--- src/rtl/serial_arith_defs_pkg.sv ---
// Shared definitions for the bit-serial arithmetic blocks (subtractor and adder variants).
package serial_arith_defs_pkg;

    // Default operand width shared by the serial adder and serial subtractor.
    localparam int SERIAL_DEFAULT_WIDTH = 8;

    // Controller states; the unused code 2'd3 is treated as IDLE by the controllers.
    typedef enum logic [1:0] {
        ST_IDLE = 2'd0,
        ST_RUN  = 2'd1,
        ST_DONE = 2'd2
    } state_t;

endpackage

--- src/rtl/full_subtractor.sv ---
// One-bit full subtractor cell: computes a - b - bin for a single bit position.
module full_subtractor (
    input  logic a,
    input  logic b,
    input  logic bin,
    output logic diff,
    output logic borrow
);

    // A borrow is produced when b exceeds a, or when a equals b and a borrow came in.
    always_comb begin
        diff   = a ^ b ^ bin;
        borrow = (~a & b) | (~(a ^ b) & bin);
    end

endmodule

--- src/rtl/serial_subtractor.sv ---
// Bit-serial unsigned subtractor: diff = a - b - bin, one bit per clock, LSB first.
module serial_subtractor
    import serial_arith_defs_pkg::*;
#(
    parameter int WIDTH = SERIAL_DEFAULT_WIDTH
) (
    input  logic             clk,
    input  logic             rst,
    input  logic             start,
    input  logic [WIDTH-1:0] a,
    input  logic [WIDTH-1:0] b,
    input  logic             bin,
    output logic             busy,
    output logic             done,
    output logic [WIDTH-1:0] diff,
    output logic             bout,
    output logic             d_bit,
    output logic             d_valid
);

    // Counter only has to reach WIDTH-1, and WIDTH is at least 2.
    localparam int CW = $clog2(WIDTH);
    localparam logic [CW-1:0] LAST_STEP = CW'(WIDTH - 1);

    state_t           r_state;
    state_t           w_next;
    logic [WIDTH-1:0] r_a;
    logic [WIDTH-1:0] r_b;
    logic [WIDTH-1:0] r_res;
    logic [WIDTH-1:0] r_diff;
    logic [CW-1:0]    r_cnt;
    logic             r_borrow;
    logic             r_bout;
    logic             r_done;
    logic             r_dBit;
    logic             r_dValid;
    logic             w_cellDiff;
    logic             w_cellBorrow;
    logic             w_last;

    full_subtractor u_cell (
        .a      (r_a[0]),
        .b      (r_b[0]),
        .bin    (r_borrow),
        .diff   (w_cellDiff),
        .borrow (w_cellBorrow)
    );

    assign w_last  = (r_cnt == LAST_STEP);
    assign busy    = (r_state == ST_RUN);
    assign done    = r_done;
    assign diff    = r_diff;
    assign bout    = r_bout;
    assign d_bit   = r_dBit;
    assign d_valid = r_dValid;

    // State register; reset drops straight back to IDLE, aborting any operation.
    always_ff @(posedge clk or posedge rst) begin
        if (rst) begin
            r_state <= ST_IDLE;
        end else begin
            r_state <= w_next;
        end
    end

    // Next-state logic: start only matters in IDLE, RUN lasts WIDTH steps, DONE lasts one cycle.
    always_comb begin
        w_next = ST_IDLE;
        case (r_state)
            ST_IDLE: w_next = start ? ST_RUN : ST_IDLE;
            ST_RUN:  w_next = w_last ? ST_DONE : ST_RUN;
            ST_DONE: w_next = ST_IDLE;
            default: w_next = ST_IDLE;
        endcase
    end

    // Datapath: capture operands on accept, then one cell evaluation per RUN edge.
    always_ff @(posedge clk or posedge rst) begin
        if (rst) begin
            r_a      <= '0;
            r_b      <= '0;
            r_res    <= '0;
            r_diff   <= '0;
            r_cnt    <= '0;
            r_borrow <= 1'b0;
            r_bout   <= 1'b0;
            r_done   <= 1'b0;
            r_dBit   <= 1'b0;
            r_dValid <= 1'b0;
        end else begin
            r_done   <= 1'b0;
            r_dBit   <= 1'b0;
            r_dValid <= 1'b0;
            case (r_state)
                ST_IDLE: begin
                    if (start) begin
                        r_a      <= a;
                        r_b      <= b;
                        r_borrow <= bin;
                        r_cnt    <= '0;
                    end
                end
                ST_RUN: begin
                    r_res    <= {w_cellDiff, r_res[WIDTH-1:1]};
                    r_borrow <= w_cellBorrow;
                    r_a      <= r_a >> 1;
                    r_b      <= r_b >> 1;
                    r_cnt    <= r_cnt + CW'(1);
                    r_dBit   <= w_cellDiff;
                    r_dValid <= 1'b1;
                    if (w_last) begin
                        r_diff <= {w_cellDiff, r_res[WIDTH-1:1]};
                        r_bout <= w_cellBorrow;
                        r_done <= 1'b1;
                    end
                end
                default: ;
            endcase
        end
    end

endmodule

--- config.mk ---
export PLATFORM = sky130hd
export DESIGN_NAME = serial_subtractor
export DESIGN_NICKNAME = d
export VERILOG_FILES = /design/src/rtl/serial_arith_defs_pkg.sv /design/src/rtl/full_subtractor.sv /design/src/rtl/serial_subtractor.sv
export SDC_FILE = /design/constraint.sdc
export NUM_CORES = 1
export LEC_CHECK = 0
export ABC_CLOCK_PERIOD_IN_PS = 1600
export BUFFER_PORTS_ARGS = -buffer_cell sky130_fd_sc_hd__buf_2
export CORE_MARGIN = 2
export CORE_UTILIZATION = 49
export DETAILED_ROUTE_END_ITERATION = 10
export PLACE_DENSITY_LB_ADDON = 0.08
export RECOVER_POWER = 100
export SETUP_SLACK_MARGIN = 0.15
export SLEW_MARGIN = 20
export SYNTH_ARGS = -nofsm -noshare
export SYNTH_HDL_FRONTEND = slang
export SYNTH_SLANG_ARGS = --single-unit
--- constraint.sdc ---
create_clock -name clk -period 1.6 [get_ports clk]
set_input_delay 0.08 -clock clk [delete_from_list [all_inputs] [get_ports clk]]
set_output_delay 0.08 -clock clk [all_outputs]
set_load 0.02 [all_outputs]
==> summary.txt <==
outcome -> completed
Area Growth Syn to Fin -> 18.3%
Worst Max-Slew Pin Slew -> 0.955 ns
first-pass detailed-route iteration total -> 4
Sink Count -> 40
antenna diode count -> 0
Vias/cell -> 5.28
Final Max Tran Viols -> 0
register area -> 0.00100 mm^2
fmax -> 676 MHz
core area -> 0.00361 mm^2
final non-filler cell total -> 236
H-tree Lvls -> 2
final wirelength -> 3.15 mm
min Tclk post-route -> 1.48 ns
Remaining Overflow, GRT -> 0
Multi-input gate area -> 672 um^2
Die Y -> 64.9 um
Max Buffers Root-to-Sink -> 2
DRC -> 0
worst hold slack -> 0.123 ns
antenna violations before repair -> 0
Gate power share -> 42.5%
via count of the first global-routing pass -> 1,260
die extent in x -> 64.9 um
P_leak -> 0.974 nW
NumNets Final -> 210
Root Driver -> clkbuf_8
placed cell area -> 0.00204 mm^2
IO Pins -> 33
max-cap check violation count -> 0
synthesis-stage register bit count -> 40
Cell variety after synth -> 24
met3 Usage GRT -> 4.69%
crit-path max FO -> 9
layout cells sized above 1 -> 32.4%
Syn Std Cell Area -> 0.00182 mm^2
Max rail drop VDD -> 0.874 mV
DRT iter0 DRCs -> 32
vias post-DR -> 1,247
power per cell area -> 1950 mW/mm^2
P_int -> 0.00268 W
Final Hold Viols -> 0
Post-Syn Nets -> 170
max_slew headroom -> 36.3%
synth warn -> 0
GRT Total Usage -> 16.9%
met2 GRT Util -> 28.5%
CTS Buf Count -> 5
Initial Util -> 50.3%
CTS clk-pin slew, worst paths -> 0.08 ns
worst setup path endpoint -> diff[5]$_DFFE_PP0P_
RSZ-0062 raised after global routing -> true
cell count after placement -> 223
pin count of the biggest net entering global routing -> 41
Post-Syn Instances -> 147
sw frac -> 36.0%
Seq/Total Area, Yosys -> 55.1%
Reg2Reg Depth -> 5
critical path type -> reg -> reg
Syn Area/Cell -> 12.4 um^2
global-route wire length before repair -> 5.51 mm
per-cell routed wire length -> 13.3 um
HP Class -> in -> reg
Sequential Power Share -> 42.1%
FP Rows -> 22
Die ar. -> 0.00421 mm^2
clk_lat worst skew -> 0.28 ns
crit end category -> flip-flop
reg-to-reg slack, setup -> 0.12 ns
Reg2Reg Capture Point -> diff[5]$_DFFE_PP0P_
WP data arrival -> 1.65 ns
setup_tns -> 0 ns
CP required -> 1.77 ns
HPWL after DPL -> 2.12 mm
I/O Buffers -> 32
Top Usage Layer GRT -> met2
met1 Resource Use GR -> 21.4%
Clk pwr share -> 15.4%
CP startpoint kind -> flip-flop
CTS tree -> yes
Final Wtd Congestion -> 0.667
Final Cycle Share -> 92.4%
reg2reg start -> r_cnt[0]$_DFFE_PP0P_
Final setup viols -> 0
Layout Cell Area excl Fill -> 0.00215 mm^2
Psw -> 0.00151 W
post-route ant nets -> 0
fillers -> 330
crit path from -> r_cnt[0]$_DFFE_PP0P_
Clock Skew -> 0.00211 ns
[power groups by stage]
stage,registers (W),logic [W],clock network (W)
after CTS,0.00177,0.00188,0.000671
after global placement,0.00177,0.00177,0
after floorplan,0.00191,0.00124,0
final,0.00177,0.00178,0.000645
after global routing,0.00184,0.00199,0.000721
after detailed placement,0.00179,0.00183,0
[layer usage]
metal  routed length (um)  part of all wire, %  vias to the layer above
li1                     -                    -                      612
met1                 1460                   46                      605
met2                 1520                   48                       25
met3                  135                  4.3                        5
met4                   34                  1.1                        0
met5                    0                    0                        -
[what timing repair did]
item | CTS | global route
endpoints found under the setup margin | 9 | 10
gates cloned | 0 | 0
hold endpoints to repair | 40 | 0
setup buffers | 3 | 1
hold buffers | 1 | 0
gates resized for setup | 2 | 2
[area by class of cell]
cell class              count  area share [%]
flip-flops and latches     40            46.6
multi-input cells          75            31.3
well taps                  48            2.80
clock inverters             3           0.874
clock buffers               5            3.21
inverters                  20            3.50
repair buffers             45            11.7
[synthesized netlist by cell type, drive strengths merged]
cell type  count  share of area [%]
a21oi          1               0.28
a221oi        15                8.6
a22o           2               0.97
and2           1               0.34
buf            8                2.7
clkbuf         4               0.83
dfrtp         40                 55
fa             1                1.1
ha             2                1.4
inv           20                4.1
mux2          16                 10
mux2i          1               0.55
nand2          2               0.41
nand3b         3                1.2
nor2          11                2.3
nor2b          1               0.34
nor4b         15                7.2
o21bai         1                1.0
o221ai         2               0.97
or2            1               0.34
[flip-flops by register name (all words and copies together), names as in the netlist]
signal,flops
diff,8
r_a,8
r_b,8
r_res,7
r_cnt,3
bout,1
d_bit,1
d_valid,1
done,1
r_borrow,1
r_state,1
[cell usage in the layout (no fill, tap or decap), drive strengths merged]
cell          n
a21oi         1
a221oi       15
a22o          2
and2          1
buf          28
clkbuf       21
clkinv        3
dfrtp        40
dlygate4sd3   1
fa            1
ha            2
inv          20
mux2         16
mux2i         1
nand2         2
nand3b        3
nor2         11
nor2b         1
nor4b        15
o21bai        1
o221ai        2
or2           1
[stage by stage]
| stage | power, W | setup WS (ns) | utilization (%) |
|---|---|---|---|
| floorplan | 0.00315 | 0.175 | - |
| global placement | 0.00355 | 0.141 | 56.7 |
| detailed placement | 0.00362 | 0.107 | 56.7 |
| CTS | 0.00432 | 0.111 | 60.1 |
| global route | 0.00455 | 0.0416 | 59.5 |
| finish | 0.00419 | 0.122 | 59.5 |
[cells by family after synthesis]
kind of cell,Yosys count,share of synthesized area [%]
flops,40,55.1
compound gates,21,11.9
simple gates,34,12.2
mux,17,10.7
buf+inv,32,7.65
fa+ha+maj,3,2.48
[critical path: stages (launching register included)]
cell and delay [ns]:
dfrtp_1 0.38, ha_1 0.20, ha_1 0.19, nand3b_1 0.13, buf_12 0.14, mux2_2 0.33
[worst min path at each step]
stage	end	depth (start not counted)	from	slack (ns)
3_5_place_dp	diff[3]$_DFFE_PP0P_	3	rst	0.23
4_1_cts	r_borrow$_DFFE_PP0P_	3	bin	0.12
5_1_grt	r_borrow$_DFFE_PP0P_	3	bin	0.14
6_report	r_borrow$_DFFE_PP0P_	3	bin	0.12
2_1_floorplan	bout$_DFFE_PP0P_	1	rst	0.30
3_3_place_gp	diff[3]$_DFFE_PP0P_	3	rst	0.23
Note: power is estimated with default switching activity, not from simulation.
